### config.mk
export PLATFORM = sky130hd
export DESIGN_NAME = alu_unit
export DESIGN_NICKNAME = d
export VERILOG_FILES = /design/src/rtl/alu_unit.sv
export SDC_FILE = /design/constraint.sdc
export NUM_CORES = 1
export LEC_CHECK = 0
export ABC_AREA = 1
export CAP_MARGIN = 20
export CORE_MARGIN = 2
export CORE_UTILIZATION = 40
export CTS_CLUSTER_SIZE = 28
export DETAILED_ROUTE_END_ITERATION = 6
export GPL_TIMING_DRIVEN = 1
export PLACE_DENSITY = 0.66
export SYNTH_ARGS = -nofsm -noshare
export SYNTH_HDL_FRONTEND = slang
export SYNTH_SLANG_ARGS = --single-unit
### constraint.sdc
create_clock -name clk -period 1.6 [get_ports clk]
set_input_delay 0.24 -clock clk [delete_from_list [all_inputs] [get_ports clk]]
set_output_delay 0.24 -clock clk [all_outputs]
set_load 0.05 [all_outputs]
### src/rtl/alu_unit.sv
// alu_unit: registered 8-op integer ALU with N/Z/C/V flags and a valid bit travelling alongside the result
module alu_unit #(
  parameter int WIDTH = 8
) (
  input  logic             clk,
  input  logic             rst,
  input  logic             in_valid,
  input  logic [WIDTH-1:0] in1,
  input  logic [WIDTH-1:0] in2,
  input  logic [2:0]       alu_op,
  output logic [WIDTH-1:0] out,
  output logic [3:0]       flags,
  output logic             out_valid
);
  typedef enum logic [2:0] {
    OP_ADD = 3'd0,
    OP_SUB = 3'd1,
    OP_AND = 3'd2,
    OP_OR  = 3'd3,
    OP_XOR = 3'd4,
    OP_SLL = 3'd5,
    OP_SRL = 3'd6,
    OP_SRA = 3'd7
  } alu_opcode_t;
  localparam int M = WIDTH - 1;
  alu_opcode_t op;
  logic [WIDTH:0] sum, diff;
  logic [WIDTH-1:0] res, out_d, out_q;
  logic [3:0] flags_d, flags_q;
  logic c, v, out_valid_d, out_valid_q;
  assign op = alu_opcode_t'(alu_op);
  assign sum = {1'b0, in1} + {1'b0, in2};
  // the extra top bit of an unsigned subtract is the borrow
  assign diff = {1'b0, in1} - {1'b0, in2};
  always_comb begin
    res = '0;
    c = 1'b0;
    v = 1'b0;
    case (op)
      OP_ADD: begin
        res = sum[M:0];
        c = sum[WIDTH];
        v = (in1[M] == in2[M]) && (sum[M] != in1[M]);
      end
      OP_SUB: begin
        res = diff[M:0];
        c = diff[WIDTH];
        v = (in1[M] != in2[M]) && (diff[M] != in1[M]);
      end
      OP_AND: res = in1 & in2;
      OP_OR:  res = in1 | in2;
      OP_XOR: res = in1 ^ in2;
      OP_SLL: begin
        res = {in1[M-1:0], 1'b0};
        c = in1[M];
      end
      OP_SRL: begin
        res = {1'b0, in1[M:1]};
        c = in1[0];
      end
      OP_SRA: begin
        res = {in1[M], in1[M:1]};
        c = in1[0];
      end
      default: res = '0;
    endcase
    out_d = in_valid ? res : out_q;
    flags_d = in_valid ? {res[M], res == '0, c, v} : flags_q;
    out_valid_d = in_valid;
  end
  always_ff @(posedge clk) begin
    if (rst) begin
      out_q <= '0;
      flags_q <= '0;
      out_valid_q <= 1'b0;
    end else begin
      out_q <= out_d;
      flags_q <= flags_d;
      out_valid_q <= out_valid_d;
    end
  end
  assign out = out_q;
  assign flags = flags_q;
  assign out_valid = out_valid_q;
endmodule

# [Word-level counts from Yosys, hierarchy flattened]
# Cells that the tools add are included.
# Widths: inputs -> output; s select.
[totals] reg_bits=13 out_inout_bits=13 elab_cells=27
[op_classes] n_addsub=2 eq_ne=11 n_mux=3 n_bitwise=3 n_reduce_logical=5
[ops] operator="$pmux 8 s8" n=1
[ops] operator="$eq 3x3->1 const B" n=4
[ops] operator="$add 8x8->9" n=1
[ops] operator="$sub 8x8->9" n=1
[ops] operator="$and 8x8->8" n=1
[ops] operator="$logic_not 8->1" n=1
[ops] operator="$or 8x8->8" n=1
[ops] operator="$xor 8x8->8" n=1
[ops] operator="$eq 3x2->1 const B" n=2
[ops] operator="$pmux 1 s4" n=1
[ops] operator="$eq 3x1->1 const B" n=1
[ops] operator="$logic_not 3->1" n=1
[ops] operator="$ne 1x1->1" n=3
[ops] operator="$logic_and 1x1->1" n=2
[ops] operator="$pmux 1 s2" n=1
[ops] operator="$reduce_or 2->1" n=1
[ops] operator="$eq 1x1->1" n=1

# [Logic depth before layout (Yosys ltp)]
[logic_depth] ltp_word=4 ltp_mapped=15 depth_no_buf=15

# [Least setup slack after synthesis]
# Ideal clock, no wire load.
[synth_timing] kind="input to register" startpoint="input in1[0]" endpoint="register flags_q[2] (netlist: flags[2])" setup_time_ns=0.070 arrival_time_ns=1.621 required_ns=1.530 slack_ns=-0.091 cell_stages=15 path_buffers=0 path_cell_list="inv_1 > ha_1 > inv_1 > fa_1 > inv_1 > nand2_1 > nand2_1 > nor2_1 > nor2_1 > nand3_1 > nor2_1 > nand2_1 > nor2_1 > nand4_1 > a21oi_1"
[synth_between] elab_chain_cells=3 elab_cells_between_ends=7 classes_between="add/sub: 2; mux: 1; bitwise: 3; reduce/logical: 1"
[synth_rtl] element="start, declared" line="8" source="input logic [WIDTH-1:0] in1,"
[synth_rtl] element="$sub 8x8->9 (tied with other cells)" line="34" source="assign diff = {1'b0, in1} - {1'b0, in2};"
[synth_rtl] element="$pmux 8 s8 (*)" line="39" source="case (op)"
[synth_rtl] element="$logic_not 8->1 (*)" line="68" source="flags_d = in_valid ? {res[M], res == '0, c, v} : flags_q;"
[synth_rtl] element="end signal, assigned" line="78" source="flags_q <= flags_d;"
[synth_rtl] element="end, declared" line="29" source="logic [3:0] flags_d, flags_q;"
# Every way passes the cells marked *; elsewhere a longest branch is shown, timed or not.
# A chain may end at the register's enable or synchronous reset.

# [Worst setup path in the final report]
# Same ends and word-level chain as after synthesis.

==> metrics <==
outcome=finished, violations left; failing checks=setup timing; chip height=73.7 µm; Crit Path Class=in2reg; gpl congestion=0.999; Via-to-Cell Ratio=4.98; post-synthesis adder-cell area fraction=17.5%; #FFs+latches synth=12; RSZ-0062 raised after global routing=yes; Seq pwr share=19.2%; CP Capture Type=flop; Cells after Synth=321; FP Rows=25; vias in the first global route=2326; clock skew=0 ns; root buf cell=clkbuf_8; Antenna diodes=0; gr ovfl total=0; critical path's top delay family=simple AND/OR/NAND/NOR gates; Post-synth EDFFs=0; Slew Viols, Final=0; Tot GR Track Use=26.3%; CTS sink cnt=12; final worst setup slack=-0.00628 ns; Hold Fails Final Rpt=0; yosys warns=0; Hold EP=flags[1]; H-tree depth=1; die width=73.7 µm; synthesized net count=369; Worst path most repeated cell=nor2_1; Worst R2R End=out[2]; dpl cell area=0.00288 mm²; Switching Fraction=40.5%; most frequent cells in the layout=buf_4 (97), nand2_1 (69), inv_1 (30), nand3_1 (29), nor2_1 (25); xor/xnor cell area share of the yosys netlist=0.901%; num ports=35; largest family of logic cells by synthesized area=simple AND/OR/NAND/NOR gates; Hold Crit Depth=2; clock power share=18.8%; pwr dens=519 mW/mm²; Vias=2445; First-pass DRT Iterations=4; crit path cell chain=buf_8 > inv_12 > ha_4 > inv_4 > fa_2 > inv_1 > nand2_1 > nand2_1 > nor2_1 > nor2_1 > nand3_1 > nor2_1 > nand2_1 > nor2_1 > nand4_1 > a21oi_1; most common cell after layout, fill and taps aside=buf_4; r2r startpoint=out[2]; # DRC=0; Async SR Flop Fraction=0%; post-synthesis cell type count=34; WP buf/inv=4; setup tns final=-0.00628 ns; CTS Buffer Depth=2; Fmax=0.623 GHz; post-synthesis mux area share=0%; slew margin rel.=83.2%; Post-Route WL=6820 µm; Worst EP required=1.77 ns; # port buffers=34; CTS tree=done; Final min period=1.61 ns; Compound-Gate Fraction of Synth Area=12.6%; largest net degree at the start of global routing=18; Int Pwr=1.02 mW; endpoints failing setup=1; Area growth, synth to finish=70.3%; Final ANT Viol Nets=0; Syn Area/Cell=6.06 µm²; share of cells above drive strength 1=49.2%; first-pass GRT wire length=11100 µm; Final nets=486; worst hold path type=reg2reg; Avg WL per Cell=13.9 µm; Initial Util=41.4%; Core ar.=0.00469 mm²; Tcrit/Tclk final=100%; cell area after layout=0.00331 mm²; clk_lat worst skew=0.24 ns; CTS Buf Count=3; die area=0.00543 mm²; combinational power share=62.0%; startpoint type of the worst setup path=input port; Reg2Reg Setup Slack=0.94 ns; part of the Yosys area used for sequential elements=12.4%; worst-margin pin slew=0.252 ns; R2R depth=2; Detail Placement HPWL=5260 µm; peak supply drop=337 µV; simple-gate portion of the synthesized area=41.1%; dominant synthesized flop cell=dfxtp_1; CTS clk-pin slew, worst paths=0.05 ns; static leakage=1.70 nW; CP peak stage delay=0.35 ns; arrival time at the worst endpoint=1.78 ns; antenna violations before repair=0; max cap viols=0; Starting DRT DRC Count=125; HP Start=flags[1]; Crit-path slowest cell=fa_2; synthesized cell area=0.00194 mm²; critical path fanouts, max=3; P_sw=696 µW
==> layout make-up <==
cell class | count | area [µm²]
Fill cell | 408 | 1380
Timing Repair Buffer | 122 | 958
Inverter | 55 | 239
Clock buffer | 4 | 55.1
Tap cell | 54 | 67.6
Sequential cell | 12 | 240
Multi-Input combinational cell | 244 | 1750
==> Yosys cell counts (2+ instances only) <==
cell type	number	area share, %
nand3_1	37	9.5
o211ai_1	2	0.77
a21oi_2	3	1.4
inv_1	49	9.5
nand3_4	2	1.8
dfxtp_1	12	12
nor2_2	4	1.3
nand2_1	83	16
ha_1	24	15
fa_1	2	2.1
o21ai_0	14	3.6
a21oi_1	16	4.1
nand2_4	2	1.2
inv_2	3	0.58
buf_6	4	2.3
o22ai_1	2	0.64
inv_6	2	0.90
buf_4	4	1.5
xor2_1	2	0.90
nor2_1	32	6.2
nand4_1	8	2.6
o21ai_1	2	0.51
==> through the flow <==
stage	setup slack (ns)	hold slack, ns	total power, mW	instances	util, %
floorplan	-0.0265	0.309	0.824	321	-
global placement	-0.754	0.455	1.20	476	61.4
detailed placement	-0.804	0.457	1.21	476	61.4
CTS	-0.0908	0.465	1.62	487	67.3
global route	-0.210	0.494	1.83	491	70.6
finish	-0.00628	0.468	1.72	491	70.6
==> logic make-up after synthesis <==
group,after synthesis
AO/OA/AOI/OAI,43
AND/OR/NAND/NOR,173
flip-flops,12
buffers and inverters,65
adder cells (fa/ha/maj),26
XOR/XNOR,2
==> power by group through the flow <==
stage          registers [mW]  clock network [mW]  logic (mW)
4_1_cts                 0.331               0.331       0.962
3_3_place_gp            0.336                   0       0.866
5_1_grt                 0.332               0.344        1.16
2_1_floorplan           0.411                   0       0.413
3_5_place_dp            0.337                   0       0.872
6_report                0.330               0.322        1.06
==> sequential cells by signal, summed over array words and instances (netlist names) <==
signal,count
flags,3
out,8
out_valid,1
==> worst register-to-register path, stage by stage, from the launching register on <==
cell and delay (ns):
dfxtp_1 0.30, o21ai_0 0.19, nor2_1 0.07
==> how the worst max path moves through the flow <==
stage	from	end	cells after the start
after CTS	in1[0]	flags[2]	17
after global routing	in1[0]	flags[2]	16
after global placement	in2[0]	flags[2]	15
after floorplan	in1[0]	flags[2]	15
after detailed placement	in2[0]	flags[2]	15
final	in1[0]	flags[2]	16
==> what timing repair did <==
item	CTS	global route
hold buffers	0	0
resized for setup	86	77
cloned	0	0
setup endpoints to repair	11	10
buffers inserted	7	5
pin swaps	24	34
==> routing by layer <==
layer	vias to the layer above	track usage (%)	part of all wire, %
li1	1257	-	-
met4	0	8.89	3.0
met5	-	0	0
met2	77	45.5	50
met3	17	1.78	4.0
met1	1094	34.4	43
No activity file was read; power rests on OpenSTA's default activity.
==> edit, RTL diff (same flow settings) <==
Change the parameter `WIDTH` from 8 to 10.
--- a/src/rtl/alu_unit.sv
+++ b/src/rtl/alu_unit.sv
@@ -1,6 +1,6 @@
 // alu_unit: registered 8-op integer ALU with N/Z/C/V flags and a valid bit travelling alongside the result
 module alu_unit #(
-  parameter int WIDTH = 8
+  parameter int WIDTH = 10
 ) (
   input  logic             clk,
   input  logic             rst,
Interface: changed (resized in1, in2 and out); port bits go from 35 to 41. The function was not compared with the original's and may differ.
==> edit against the original RTL <==
- worst setup slack got worse by 160 ps
- total power rose by 16%
- critical path depth fell by 1
- die area rose by 13%
- area after synthesis rose by 14%
- the run still ends with negative setup slack left
- clock skew did not move
- routed wire length rose by 25%
- final area rose by 19%
- global-route usage rose by 0.93 points
- register-to-register slack got worse by 20 ps
- sequential cell count rose by 2
==> edit: results (changes against the original RTL) <==
[critical_path]
worstRegToRegCells=4  ; +2
slowest_delay_ps=520  ; +170 ps
cp_top_family=simple AND/OR/NAND/NOR gates
critPathMaxFanout=2  ; -1
cp.arrival_ps=1950  ; +170 ps

[clock_network]
htreeDepth=1  ; unchanged

[final_layout]
drive_gt1_share_pct=50.5  ; +1.3 points
largest_reg_flops=10  ; +2
final_nets=576  ; +19%
final_cells=589  ; +20%

[sta]
slew_headroom_pct=57.9  ; -25 points
finalWorstSetupSlack_ps=-164  ; -157 ps
setup_viol=5  ; +4

[pwr]
ir_drop_mv=0.423  ; +25%
power.share.clock_pct=17.1  ; -1.7 points
switching_share_pct=41.9  ; +1.4 points
p_leak_nw=1.98  ; +16%

[yosys]
ys_types=31  ; -8.8%
mappedNetlistNets=435  ; +18%
synth-compound-area-share_pct=14.2  ; +1.6 points
ys_top_cells_by_area=ha_1, nand2_1, dfxtp_1
synthAdderAreaFrac_pct=18.8  ; +1.3 points
synthXorXnorAreaFrac_pct=0.794  ; -0.11 points
syn_inst=377  ; +17%
synth_common_cells=nand2_1, inv_1, nand3_1, nor2_1, ha_1

[place]
gp_congestion=0.975  ; -2.3%
hpwlAfterDp_um=6360  ; +21%
dp_cells=562  ; +18%
io_buffers=40  ; +18%

[grt]
grt_pass1_vias=2957  ; +27%
grt_pass1_wl_um=13500  ; +21%
track_usage_pct=27.3  ; +0.93 points
grt_max_degree=11  ; -7

[route]
drc=0  ; unchanged

[outcome]
status=finished, violations left
violations=negative setup slack

[worst_hold_path]
hold_class=reg2reg

==> edit: cell types whose count changed after synthesis, sizes merged, moves of 4 or more <==
| cell | before | now |
|---|---|---|
| nand3 | 40 | 47 |
| nand2 | 86 | 91 |
| nand4 | 8 | 14 |
| ha | 24 | 30 |
| inv | 55 | 66 |
| o22ai | 2 | 8 |
| nor2 | 37 | 41 |
| nor3 | 1 | 5 |
==> edit: cells by family after synthesis <==
group                      Yosys count
and+or+nand+nor                    198
adders and majority gates           32
buffers and inverters               77
DFF                                 14
xor gates and xnor gates             2
AOI/OAI and AO/OA                   54
==> edit: path summary, 6_finish.rpt <==
path | from | to | slack (ps)
worst max-delay path | in1[0] | flags[2] | -160
worst min-delay path | out[3] | out[3] | 460
worst max register to register | flags[0] | flags[0] | 920
worst min register to register | out[3] | out[3] | 460
==> edit: layer usage <==
layer	GRT usage, %	routed length, um	vias to the layer above
met5	0	0	-
met1	33.7	3350	1404
met2	48.8	4290	147
met3	2.99	619	22
li1	-	-	1510
met4	9.82	245	0
==> edit: repair_timing <==
action,4_1_cts,5_1_grt
buffers inserted,14,10
pin swaps,60,36
resized for setup,157,46
hold buffers,0,0
setup endpoints to repair,13,10
endpoints found under the hold margin,0,0
==> edit: through the flow <==
| step | util [%] | worst slack, ps | TNS [ps] | area [um2] | total power [W] |
|---|---|---|---|---|---|
| after global routing | 72.8 | -271 | -837 | 3940 | 0.00212 |
| after CTS | 70.4 | -117 | -282 | 3800 | 0.00190 |
| final | 72.8 | -164 | -420 | 3940 | 0.00200 |
| after global placement | 60.7 | -797 | -8290 | 3280 | 0.00137 |
| after floorplan | - | -9.29 | -9.29 | 2270 | 0.000948 |
| after detailed placement | 60.7 | -866 | -8680 | 3280 | 0.00137 |
==> edit: area by class of cell <==
| cell class | instances | area, um2 |
|---|---|---|
| Tap cell | 72 | 90.1 |
| Clock buffer | 4 | 55.1 |
| Fill cell | 434 | 1470 |
| Sequential cell | 14 | 280 |
| Multi-Input combinational cell | 286 | 2080 |
| Inverter | 66 | 263 |
| Timing Repair Buffer | 147 | 1160 |
==> edit: power groups by stage <==
stage | Sequential (W) | Clock (W) | Combinational, W
after global placement | 0.000394 | 0 | 0.000973
after CTS | 0.000387 | 0.000345 | 0.00117
after detailed placement | 0.000394 | 0 | 0.000979
after floorplan | 0.000480 | 0 | 0.000467
after global routing | 0.000390 | 0.000364 | 0.00136
final | 0.000388 | 0.000342 | 0.00127
==> edit: worst register-to-register path: stages (launching register included) <==
cell	delay, ps
dfxtp_1	320
nor2_1	110
nor2_1	50
nand2_1	60
inv_1	30
